<file path="config.mk">
export PLATFORM = sky130hd
export DESIGN_NAME = tx_pkt_arbiter
export DESIGN_NICKNAME = d
export VERILOG_FILES = /design/src/rtl/nic_tx_pkg.sv /design/src/rtl/tx_pkt_arbiter_axis_out_reg.sv /design/src/rtl/tx_pkt_arbiter.sv
export SDC_FILE = /design/constraint.sdc
export NUM_CORES = 1
export LEC_CHECK = 0
export CAP_MARGIN = 20
export CORE_MARGIN = 5
export CORE_UTILIZATION = 43
export DETAILED_ROUTE_END_ITERATION = 12
export MAX_ROUTING_LAYER = met4
export PLACE_DENSITY = 0.86
export SETUP_SLACK_MARGIN = 0.15
export SLEW_MARGIN = 20
export SYNTH_ARGS = -nofsm -noshare
export SYNTH_HDL_FRONTEND = slang
export SYNTH_SLANG_ARGS = --single-unit
</file>
<file path="constraint.sdc">
create_clock -name clk -period 5.23 [get_ports clk]
set_clock_uncertainty 0.15 [all_clocks]
set_input_delay 1.046 -clock clk [delete_from_list [all_inputs] [get_ports clk]]
set_output_delay 1.046 -clock clk [all_outputs]
set_load 0.01 [all_outputs]
</file>
<file path="src/rtl/nic_tx_pkg.sv">
// nic_tx_pkg: constants and FSM state type shared by the NIC transmit path
// (packet arbiter and the 64-to-8 width converter).
package nic_tx_pkg;
    localparam int TX_DATA_W    = 64;
    localparam int TX_KEEP_W    = TX_DATA_W / 8;
    localparam int TX_MAX_BEATS = 190;

    typedef enum logic [1:0] {IDLE, PASS, DRAIN} tx_state_e;
endpackage

</file>
<file path="src/rtl/tx_pkt_arbiter_axis_out_reg.sv">
// axis_out_reg: single-stage registered AXI-Stream slice; a new beat may be
// loaded whenever the stage is empty or is being emptied in the same cycle.
module axis_out_reg
    import nic_tx_pkg::*;
#(
    parameter int DATA_W = TX_DATA_W,
    parameter int KEEP_W = TX_KEEP_W
) (
    input  logic              clk,
    input  logic              rst_n,
    input  logic              in_load,
    input  logic [DATA_W-1:0] in_data,
    input  logic [KEEP_W-1:0] in_keep,
    input  logic              in_last,
    input  logic              in_user,
    output logic              in_ready,
    output logic [DATA_W-1:0] out_data,
    output logic [KEEP_W-1:0] out_keep,
    output logic              out_valid,
    output logic              out_last,
    output logic              out_user,
    input  logic              out_ready
);
    logic [DATA_W-1:0] data_q, data_d;
    logic [KEEP_W-1:0] keep_q, keep_d;
    logic              valid_q, valid_d, last_q, last_d, user_q, user_d;

    always_comb begin
        valid_d = in_load || (valid_q && !out_ready);
        data_d  = in_load ? in_data : data_q;
        keep_d  = in_load ? in_keep : keep_q;
        last_d  = in_load ? in_last : last_q;
        user_d  = in_load ? in_user : user_q;
    end

    always_ff @(posedge clk or negedge rst_n) begin
        if (!rst_n) begin
            valid_q <= 1'b0;
            data_q  <= '0;
            keep_q  <= '0;
            last_q  <= 1'b0;
            user_q  <= 1'b0;
        end else begin
            valid_q <= valid_d;
            data_q  <= data_d;
            keep_q  <= keep_d;
            last_q  <= last_d;
            user_q  <= user_d;
        end
    end

    assign in_ready  = !valid_q || out_ready;
    assign out_valid = valid_q;
    assign out_data  = data_q;
    assign out_keep  = keep_q;
    assign out_last  = last_q;
    assign out_user  = user_q;
endmodule

</file>
<file path="src/rtl/tx_pkt_arbiter.sv">
// tx_pkt_arbiter: two-port packet-granular round-robin arbiter onto the TX
// AXI-Stream; over-long packets are cut with tuser set and the rest drained.
module tx_pkt_arbiter
    import nic_tx_pkg::*;
#(
    parameter int DATA_W    = TX_DATA_W,
    parameter int KEEP_W    = TX_KEEP_W,
    parameter int MAX_BEATS = TX_MAX_BEATS
) (
    input  logic              clk,
    input  logic              rst_n,
    input  logic [DATA_W-1:0] s0_axis_tdata,
    input  logic [KEEP_W-1:0] s0_axis_tkeep,
    input  logic              s0_axis_tvalid,
    input  logic              s0_axis_tlast,
    input  logic              s0_axis_tuser,
    output logic              s0_axis_tready,
    input  logic [DATA_W-1:0] s1_axis_tdata,
    input  logic [KEEP_W-1:0] s1_axis_tkeep,
    input  logic              s1_axis_tvalid,
    input  logic              s1_axis_tlast,
    input  logic              s1_axis_tuser,
    output logic              s1_axis_tready,
    output logic [DATA_W-1:0] tx_axis_tdata,
    output logic [KEEP_W-1:0] tx_axis_tkeep,
    output logic              tx_axis_tvalid,
    output logic              tx_axis_tlast,
    output logic              tx_axis_tuser,
    input  logic              tx_axis_tready,
    output logic [15:0]       abort_cnt
);
    localparam int CNT_W = $clog2(MAX_BEATS + 1);

    tx_state_e         state_q, state_d;
    logic              gnt_q, gnt_d, pri_q, pri_d;
    logic [CNT_W-1:0]  beat_cnt_q, beat_cnt_d;
    logic [15:0]       abort_cnt_q, abort_cnt_d;
    logic [DATA_W-1:0] sel_data;
    logic [KEEP_W-1:0] sel_keep;
    logic              sel_valid, sel_last, sel_user;
    logic              out_ready, s_ready, accept, load, trunc, done;

    assign sel_data  = gnt_q ? s1_axis_tdata  : s0_axis_tdata;
    assign sel_keep  = gnt_q ? s1_axis_tkeep  : s0_axis_tkeep;
    assign sel_valid = gnt_q ? s1_axis_tvalid : s0_axis_tvalid;
    assign sel_last  = gnt_q ? s1_axis_tlast  : s0_axis_tlast;
    assign sel_user  = gnt_q ? s1_axis_tuser  : s0_axis_tuser;

    assign s_ready = (state_q == PASS) ? out_ready : (state_q == DRAIN);
    assign accept  = sel_valid && s_ready;
    assign load    = accept && (state_q == PASS);
    // A genuine tlast on the limit beat is a normal packet end, not a truncation.
    assign trunc   = load && !sel_last && (beat_cnt_q == CNT_W'(MAX_BEATS - 1));
    assign done    = accept && sel_last;

    assign s0_axis_tready = s_ready && !gnt_q;
    assign s1_axis_tready = s_ready && gnt_q;
    assign abort_cnt      = abort_cnt_q;

    always_comb begin
        state_d     = state_q;
        gnt_d       = gnt_q;
        beat_cnt_d  = beat_cnt_q;
        abort_cnt_d = abort_cnt_q;
        case (state_q)
            IDLE: if (s0_axis_tvalid || s1_axis_tvalid) begin
                gnt_d      = (s0_axis_tvalid && s1_axis_tvalid) ? pri_q : s1_axis_tvalid;
                beat_cnt_d = '0;
                state_d    = PASS;
            end
            PASS: if (load) begin
                beat_cnt_d  = beat_cnt_q + CNT_W'(1);
                abort_cnt_d = abort_cnt_q + 16'(trunc && (abort_cnt_q != 16'hFFFF));
                state_d     = done ? IDLE : (trunc ? DRAIN : PASS);
            end
            DRAIN: if (done) state_d = IDLE;
            default: state_d = IDLE;
        endcase
        pri_d = done ? ~gnt_q : pri_q;
    end

    always_ff @(posedge clk or negedge rst_n) begin
        if (!rst_n) begin
            state_q     <= IDLE;
            gnt_q       <= 1'b0;
            pri_q       <= 1'b0;
            beat_cnt_q  <= '0;
            abort_cnt_q <= '0;
        end else begin
            state_q     <= state_d;
            gnt_q       <= gnt_d;
            pri_q       <= pri_d;
            beat_cnt_q  <= beat_cnt_d;
            abort_cnt_q <= abort_cnt_d;
        end
    end

    axis_out_reg #(.DATA_W(DATA_W), .KEEP_W(KEEP_W)) u_out_reg (
        .clk       (clk),
        .rst_n     (rst_n),
        .in_load   (load),
        .in_data   (sel_data),
        .in_keep   (sel_keep),
        .in_last   (sel_last || trunc),
        .in_user   (sel_user || trunc),
        .in_ready  (out_ready),
        .out_data  (tx_axis_tdata),
        .out_keep  (tx_axis_tkeep),
        .out_valid (tx_axis_tvalid),
        .out_last  (tx_axis_tlast),
        .out_user  (tx_axis_tuser),
        .out_ready (tx_axis_tready)
    );
endmodule

</file>
==> results.md <==
* CTS tree: done
* Worst Slack Setup Final at 1350 ps
* Hold crit path type: reg2reg
* Setup violators final at 0
* Max Slew Vio Count at 0
* Arrival time at the worst endpoint at 2690 ps
* Clock-pin slew on the worst setup and hold paths at 90 ps
* Net Count, Synth at 618
* Cell taking the most area after synthesis: dfrtp_1
* WL/cell at 16.9 um
* N_diodes at 0
* Pwr Density at 472 nW/um^2
* Die W at 116 um
* Core area at 10,900 um^2
* GRT Residual Overflow at 0
* Max Cap Viol at 0
* Top cell type's share of synthesized area at 53.8%
* Synthesis-stage register bit count at 103
* Final WL at 14.2 mm
* Register area share after synthesis at 53.8%
* Largest net degree at the start of global routing at 76
* Post-synth EDFFs at 0
* Most used flip-flop cell after synthesis: dfrtp_1
* Final GP Congestion at 0.810
* Vert. Die Dim at 116 um
* Mapped cell area at 4790 um^2
* # clock sinks at 103
* Tot GR Track Use at 21.6%
* Synthesis-to-layout area growth at 57.8%
* Ports at 246
* Iter 0 DRT Violations at 147
* Row cnt at 38
* Async set or reset register ratio after synthesis at 100%
* Setup TNS at 0 ps
* Vias at 4,235
* Cell count after synthesis at 460
* Root buf cell: clkbuf_8
* Area contributors post-synth: dfrtp_1, mux2i_1, o21ai_0
* Share of cells above drive strength 1 at 3.43%
* Fin. Hold Viols at 0
* Worst-Skew Late Latency at 350 ps
* Starting Density at 44.0%
* Req. time, crit path at 4030 ps
* Peak supply drop at 226 uV
* Yosys warns at 0
* Slowest stage delay, CP at 500 ps
* Worst-Margin Slew at 791 ps
* Post-CTS sizing at 0
* Crit path capture type: output port
* Most frequent cells in the layout: clkdlybuf4s50_1, dfrtp_1, nand2_1
* Status: completed
* Count of different cell masters after synthesis at 37
* Crit path cell chain: clkdlybuf4s50_1 -> nor2b_1 -> o21bai_1 -> nor2b_1 -> clkdlybuf4s50_1
* Total die area at 13,300 um^2
* Post-route DRC at 0
* CP Launch Type: input pin
* Hold_buf cts at 0
* RSZ-0062 raised after global routing: false
* Remaining antenna violation count at 0
* Drt pass-1 iters at 4
* Via density at 5.05
* Vias in the first global route at 4,414
* Fin crit share at 74.2%
* Crit path kind: in2out
* Initial antenna violation count at 0
* Fmax at 0.258 GHz
* Crit Path Max Fanout at 7
* # fillers at 827
* Pre-CTS WS at 1270 ps
* Post-CTS setup buffers at 0
* Commonest non-fill, non-tap cell in the layout: clkdlybuf4s50_1
* Final min period at 3880 ps
* P_leak at 3.38 nW
* PortBufs at 245
* First-pass GRT wire length at 22.1 mm
* H-tree depth at 3
* Clock Path Buffers at 2
* Final Net Count at 852
* Post-DP HPWL at 11.2 mm
* Mean Syn Cell Area at 10.4 um^2
* CTS Buf Count at 9
* Max-slew headroom at 47.3%
* Worst path slowest cell: clkdlybuf4s50_1
[worst paths after layout]
kind,startpoint,end,slack [ps],cells after the start
worst min-delay path,u_out_reg.out_data[28]$_DFFE_PN0P_,u_out_reg.out_data[28]$_DFFE_PN0P_,330,2
worst max-delay path,tx_axis_tready,s0_axis_tready,1350,5
min in group asynchronous,rst_n,abort_cnt[9]$_DFFE_PN0P_,600,1
worst min register to register,u_out_reg.out_data[28]$_DFFE_PN0P_,u_out_reg.out_data[28]$_DFFE_PN0P_,330,2
worst max register to register,gnt_q$_DFFE_PN0P_,abort_cnt[13]$_DFFE_PN0P_,1940,9
max in group asynchronous,rst_n,abort_cnt[0]$_DFFE_PN0P_,3220,2
[per-stage QoR]
step	instance area (um^2)	hold slack, ps	total power, mW	std cells	utilization, %
6_report	7560	334	3.57	839	69.4
5_1_grt	7560	360	3.83	839	69.4
4_1_cts	7560	337	3.61	839	69.4
3_5_place_dp	7350	319	3.10	823	67.5
3_3_place_gp	7350	309	3.03	823	67.5
2_1_floorplan	4790	292	2.17	460	-
[synthesized netlist by cell type (all sizes together), types with 2 or more instances]
library cell and count:
dfrtp 103, nand2 88, mux2i 77, o21ai 75, clkbuf 20, xnor2 16, nand4 10, nand3 9
buf 8, nor2 8, a21oi 6, ha 5, and2 3, and4 3, nor2b 3, a31oi 2
and3 2, inv 2, nand2b 2, nor3 2, nor4 2, or3 2
[worst max-delay path, delay by kind of cell]
kind	cells	cell delay (ps)
compound gates	1	180
simple gates	2	560
buf+inv	2	900
[metal layers]
layer	part of all wire [%]	track usage [%]	up-vias	routed length, um
met5	0	-	-	0
met4	1.1	5.24	0	153
met3	9.8	5.33	12	1400
met2	51	37.7	193	7200
met1	38	25.2	1969	5470
li1	-	-	2061	-
[kinds of logic after synthesis]
family	share of synthesized area, %
AND/OR/NAND/NOR	13.2
flip-flops	53.8
AO/OA/AOI/OAI	10.1
multiplexers	16.1
buffers and inverters	2.59
XOR/XNOR	2.93
adder cells (fa/ha/maj)	1.31
[power breakdown]
| part | internal (mW) | switching, mW |
|---|---|---|
| sequential | 1.11 | 0.224 |
| combinational | 0.916 | 0.812 |
| clock | 0.250 | 0.262 |
| total | 2.27 | 1.30 |
[area by class of cell]
type,instances,area [um^2],area share [%]
clock inverters,4,55.1,0.729
repair buffers,251,2490,33.0
flip-flops and latches,103,2580,34.2
clock buffers,12,155,2.05
multi-input cells,327,2090,27.6
inverters,2,7.51,0.0994
well taps,140,175,2.32
[flip-flops by register name (all words and copies together) (netlist names)]
register	count
gnt_q	1
state_q	2
abort_cnt	16
u_out_reg.out_valid	1
u_out_reg.out_user	1
u_out_reg.out_keep	8
u_out_reg.out_data	64
beat_cnt_q	8
pri_q	1
u_out_reg.out_last	1
No activity file was read; power rests on OpenSTA's default activity.
